## config.mk

```make
export PLATFORM = sky130hd
export DESIGN_NAME = sr_feeder_8x64
export DESIGN_NICKNAME = d
export VERILOG_FILES = /design/src/rtl/sr_feeder_8x64.sv
export SDC_FILE = /design/constraint.sdc
export NUM_CORES = 1
export LEC_CHECK = 0
export BUFFER_PORTS_ARGS = -buffer_cell sky130_fd_sc_hd__buf_2
export CORE_AREA = 2 2 91 102
export DETAILED_ROUTE_END_ITERATION = 10
export DIE_AREA = 0 0 93 104
export GPL_TIMING_DRIVEN = 0
export PLACE_DENSITY_LB_ADDON = 0.3
export SLEW_MARGIN = 5
export SYNTH_ARGS = -nofsm -noshare
export SYNTH_HDL_FRONTEND = slang
export SYNTH_SLANG_ARGS = --single-unit
```

## constraint.sdc

```tcl
create_clock -name clk -period 4.5 [get_ports clk]
set_clock_uncertainty 0.2 [all_clocks]
set_input_delay 1.35 -clock clk [delete_from_list [all_inputs] [get_ports clk]]
set_output_delay 1.35 -clock clk [all_outputs]
set_load 0.005 [all_outputs]
```

## src/rtl/sr_feeder_8x64.sv

```systemverilog
// sr_feeder_8x64 -- front-end driver for an 8-bit x SR_DEPTH tapped shift register.
// Buffers upstream bytes in a small FIFO and issues one shift strobe per byte.
// It counts how many real bytes have entered the register and flags which taps
// hold valid data. A flush drains the FIFO and then shifts in SR_DEPTH pad bytes.
//
// Ports:
//   clk, rst_n          clock (rising edge), asynchronous active-low reset
//   in_data/in_valid    upstream byte stream
//   in_ready            registered; high while the FIFO can accept a byte
//   hold                downstream stall, suppresses shift and pops
//   flush               single-cycle flush request
//   shift, sr_in        shift strobe and byte to shift in
//   fill_cnt            real bytes shifted in, saturating at SR_DEPTH
//   tap_valid           {sr_out, tap three, tap two, tap one} data-valid flags
//   busy                flush in progress
module sr_feeder_8x64 #(
  parameter int unsigned FIFO_DEPTH = 4,
  parameter int unsigned SR_DEPTH   = 64,
  parameter int unsigned TAP1_LAT   = 16,
  parameter int unsigned TAP2_LAT   = 32,
  parameter int unsigned TAP3_LAT   = 48,
  parameter logic [7:0]  PAD_BYTE   = 8'h00
) (
  input  logic       clk,
  input  logic       rst_n,
  input  logic [7:0] in_data,
  input  logic       in_valid,
  output logic       in_ready,
  input  logic       hold,
  input  logic       flush,
  output logic       shift,
  output logic [7:0] sr_in,
  output logic [6:0] fill_cnt,
  output logic [3:0] tap_valid,
  output logic       busy
);

  localparam int unsigned AW = $clog2(FIFO_DEPTH);
  localparam int unsigned PW = $clog2(SR_DEPTH);

  localparam logic [AW:0]   FIFO_FULL = (AW+1)'(FIFO_DEPTH);
  localparam logic [6:0]    FILL_MAX  = 7'(SR_DEPTH);
  localparam logic [6:0]    T1        = 7'(TAP1_LAT);
  localparam logic [6:0]    T2        = 7'(TAP2_LAT);
  localparam logic [6:0]    T3        = 7'(TAP3_LAT);
  localparam logic [PW-1:0] PAD_LAST  = PW'(SR_DEPTH - 1);

  typedef enum logic [1:0] {
    RUN,
    DRAIN,
    PAD
  } state_t;

  state_t        state, state_next;
  logic [7:0]    mem [FIFO_DEPTH];
  logic [AW-1:0] wr_ptr, rd_ptr;
  logic [AW:0]   count, count_next;
  logic [PW-1:0] pad_cnt, pad_cnt_next;
  logic [6:0]    fill_next;
  logic [3:0]    tap_next;
  logic          push, pop, pad_shift, pad_done;
  logic          busy_next, ready_next;

  always_comb begin
    push         = in_valid & in_ready;
    pop          = (state != PAD) && (count != '0) && !hold;
    pad_shift    = (state == PAD) && !hold;
    pad_done     = pad_shift && (pad_cnt == '0);
    count_next   = count + {{AW{1'b0}}, push} - {{AW{1'b0}}, pop};

    fill_next = fill_cnt;
    if (pop && (fill_cnt < FILL_MAX)) begin
      fill_next = fill_cnt + 7'd1;
    end
    if (pad_done) begin
      fill_next = '0;
    end

    state_next   = state;
    pad_cnt_next = pad_cnt;
    if (pad_shift) begin
      pad_cnt_next = pad_cnt - 1'b1;
    end

    // Flush decisions use post-edge occupancy so a byte accepted alongside
    // the flush is drained before the pad bytes.
    unique case (state)
      RUN: begin
        if (flush) begin
          if (count_next != '0) begin
            state_next = DRAIN;
          end else if (fill_next != '0) begin
            state_next   = PAD;
            pad_cnt_next = PAD_LAST;
          end
        end
      end
      DRAIN: begin
        if (count_next == '0) begin
          state_next   = PAD;
          pad_cnt_next = PAD_LAST;
        end
      end
      PAD: begin
        if (pad_done) begin
          state_next = RUN;
        end
      end
      default: state_next = RUN;
    endcase

    // busy stays high through the final pad pulse; in_ready returns with its fall.
    busy_next  = (state_next != RUN) || pad_done;
    ready_next = (state_next == RUN) && !pad_done && (count_next < FIFO_FULL);
    tap_next   = busy_next ? '0 : {fill_next >= FILL_MAX, fill_next >= T3,
                                   fill_next >= T2, fill_next >= T1};
  end

  always_ff @(posedge clk) begin
    if (push) begin
      mem[wr_ptr] <= in_data;
    end
  end

  always_ff @(posedge clk or negedge rst_n) begin
    if (!rst_n) begin
      state     <= RUN;
      wr_ptr    <= '0;
      rd_ptr    <= '0;
      count     <= '0;
      pad_cnt   <= '0;
      shift     <= 1'b0;
      sr_in     <= '0;
      fill_cnt  <= '0;
      tap_valid <= '0;
      busy      <= 1'b0;
      in_ready  <= 1'b0;
    end else begin
      state    <= state_next;
      pad_cnt  <= pad_cnt_next;
      count    <= count_next;
      if (push) begin
        wr_ptr <= wr_ptr + 1'b1;
      end
      if (pop) begin
        rd_ptr <= rd_ptr + 1'b1;
        sr_in  <= mem[rd_ptr];
      end else if (pad_shift) begin
        sr_in  <= PAD_BYTE;
      end
      shift     <= pop | pad_shift;
      fill_cnt  <= fill_next;
      tap_valid <= tap_next;
      busy      <= busy_next;
      in_ready  <= ready_next;
    end
  end

endmodule

```

==> results_dict.tcl <==
set metrics [dict create \
    dp.cells 366 \
    cts_buffer_depth 2 \
    hold_depth 2 \
    synth_top_family_by_area "simple AND/OR/NAND/NOR gates" \
    numCtsBuffers 9 \
    cts_tree "built" \
    clk_pin_slew_ns 0.08 \
    yosys.area_share.adder_pct 4.454 \
    placed_cell_area_um2 3291 \
    period_share_pct 93.83 \
    core_area_um2 8648 \
    min_path_type "flip-flop to flip-flop" \
    pwr-share-comb_pct 34.9 \
    synthCells 218 \
    pre_cts_slack_ns -0.5272 \
    seqCellArea_um2 1887 \
    fin_cells 381 \
    drc 0 \
    period_needed_ns 4.223 \
    startpoint_type "input pin" \
    gp_congestion 0.8111 \
    areaGrowthSynthToFinish_pct 16.26 \
    powerDensity_nw_per_um2 619.0 \
    fp.dieW_um 93 \
    synth-compound-area-share_pct 6.387 \
    grt-ovfl-total 0 \
    cap_viol_max_count 0 \
    via_per_inst 4.735 \
    std_cell_rows 36 \
    synth.most_common_cell "dfrtp_1" \
    syn_area_per_cell_um2 13.66 \
    reg2reg_slack_ns 0.79 \
    hpwl_mm 3.952 \
    fin_area_um2 3462 \
    die_h_um 104 \
    synth_common_cells "dfrtp_1 (37), edfxtp_1 (32), nand2_1 (28)" \
    antenna_found_initial 0 \
    worst_ep_arrival_time_ns 4.27 \
    p_sw_uw 764.3 \
    grt_max_degree 38 \
    grt_pass1_wl_mm 9.142 \
    vias 1804 \
    synthXorXnorAreaFrac_pct 4.286 \
    cts_setup_buffers 0 \
    antenna_cells 0 \
    grt_usage_pct 12.34 \
    yosys.area_share.simple_pct 12.27 \
    cts_resized 1 \
    relSlewSlack_pct 45.27 \
    cp-end-kind "flip-flop" \
    ys.warnings.count 0 \
    ys_ff_latch 69 \
    start_util_pct 34.43 \
    slew_violations 0 \
    dr.pass1.iters 4 \
    cts.htree.levels 3 \
    drive_gt1_share_pct 25.84 \
    setup_viol 0 \
    routedWlPerCell_um 14.62 \
    syn_nets 241 \
    crit_required_ns 4.55 \
    tightest_slew_ns 0.8210 \
    seq_area_frac_synth_pct 63.36 \
    numPortBuffers 34 \
    ant_nets 0 \
    rr_worst_depth 13 \
    ctsHoldBuffers 0 \
    postLayoutCoreUtil_pct 40.03 \
    power_leakage_uw 0.001452 \
    fill_cells 855 \
    clock-root-buffer "clkbuf_8" \
    synth_cell_types 41 \
    grt_pass1_vias 1868 \
    internal_power_uw 1379 \
    die_area_um2 9672 \
    worst-setup-path-type "input pin to flip-flop" \
    netlist_area_um2 2978 \
    critPathMaxFanout 19 \
    irDropWorstVdd_mv 0.2337 \
    yosysTopAreaCell "edfxtp_1" \
    yosys_most_used_dff "dfrtp_1" \
    clock_latency_ns 0.33 \
    status "finished clean" \
    worst_slack_ns 0.2775 \
    synth_area_leaders "edfxtp_1 (32%), dfrtp_1 (31%), mux4_2 (6.1%)" \
    fmax_mhz 236.8 \
    synth_top_cell_area_share_pct 32.27 \
    io_pins 35 \
    hold_slack_ns 0.3151 \
    synth_enable_flop_cells 32 \
    drt_wl_total_mm 5.572 \
    final_nets 285 \
    multi_input_area_um2 1018 \
    async_reset_ff_share_pct 53.62 \
    rsz0062_at_grt "no" \
    cts_num_sinks 69 \
    dr.first_iter.drc_count 100 \
    hold_viol_final 0 \
    sw_frac_of_total_pct 35.66 \
    seqPwrFrac_pct 44.2 \
    power.clock.fraction_pct 20.9 \
    muxShareOfSynthArea_pct 6.807 \
]
-- logic make-up (layout without fill, tap and decap cells) --
| group | count (synthesis) | after routing |
|---|---|---|
| AOI/OAI and AO/OA | 26 | 26 |
| muxes | 10 | 10 |
| buffers and inverters | 17 | 66 |
| DFF | 69 | 69 |
| adders and majority gates | 10 | 10 |
| and+or+nand+nor | 73 | 73 |
| xor gates and xnor gates | 13 | 13 |
-- routing by layer --
metal  GRT usage, %  up-vias  wire length [um]
li1               -      880                 -
met3          3.406        5               201
met2          20.34       32              2770
met5              0        -                 0
met4          5.042        0                50
met1          15.23      887              2550
-- path summary, 6_finish.rpt --
path / startpoint / to
worst min-delay path: sr_in[6]$_DFFE_PN0P_ / sr_in[6]$_DFFE_PN0P_
worst min register to register: sr_in[6]$_DFFE_PN0P_ / sr_in[6]$_DFFE_PN0P_
worst max register to register: count[0]$_DFF_PN0_ / in_ready$_DFF_PN0_
worst max-delay path: hold / in_ready$_DFF_PN0_
min in group asynchronous: rst_n / tap_valid[0]$_DFF_PN0_
max in group asynchronous: rst_n / sr_in[7]$_DFFE_PN0P_
-- state kept, by name, summed over array words and instances (netlist names) --
register   count
busy           1
count          3
fill_cnt       7
in_ready       1
mem           32
pad_cnt        6
rd_ptr         2
shift          1
sr_in          8
state          2
tap_valid      4
wr_ptr         2
-- layout by cell type, fill, tap and decap left out, types with 2 or more instances in the layout --
cell type,instances
xor2_1,6
buf_1,2
nand2_1,28
mux4_2,8
nand2b_1,2
nand3_1,3
nor3_1,5
clkinvlp_4,2
buf_2,35
clkbuf_8,9
inv_6,2
dfrtp_1,37
a41oi_1,2
nor2b_1,2
a21oi_1,3
buf_4,2
or3_1,3
inv_1,10
mux2_2,2
and3_1,7
nor2_1,13
ha_1,9
edfxtp_1,32
xnor2_1,6
a41o_1,2
nand4_1,4
o21ai_1,10
a211oi_1,2
-- power by group through the flow --
stage	registers, uW	logic (uW)	clock network [uW]
4_1_cts	950	765	464
2_1_floorplan	941	531	0
3_5_place_dp	962	763	0
6_report	946	748	449
5_1_grt	969	845	488
3_3_place_gp	954	748	0
-- worst max-delay path, cell delays in order --
cell	delay, ns
buf_2	0.15
nor3_1	0.37
clkbuf_2	0.40
ha_1	0.18
inv_1	0.04
ha_1	0.18
fa_1	0.37
xnor3_1	0.23
or3_1	0.38
nor2b_1	0.17
nor2_1	0.21
inv_1	0.09
nor3_1	0.15
-- layout make-up --
cell class,instances,area share (%)
tap,114,4.120
clock buffer,9,3.578
multi-input combinational,132,29.42
timing repair buffer,34,4.915
clock inverter,7,1.446
buffer,6,0.9396
inverter,10,1.084
sequential,69,54.50
-- stage by stage --
| stage | power (uW) | TNS [ns] |
|---|---|---|
| global placement | 1702 | -4.260 |
| CTS | 2179 | 0 |
| global route | 2302 | 0 |
| detailed placement | 1725 | -4.676 |
| floorplan | 1471 | 0 |
| finish | 2143 | 0 |
(Power assumes the default switching activity.)
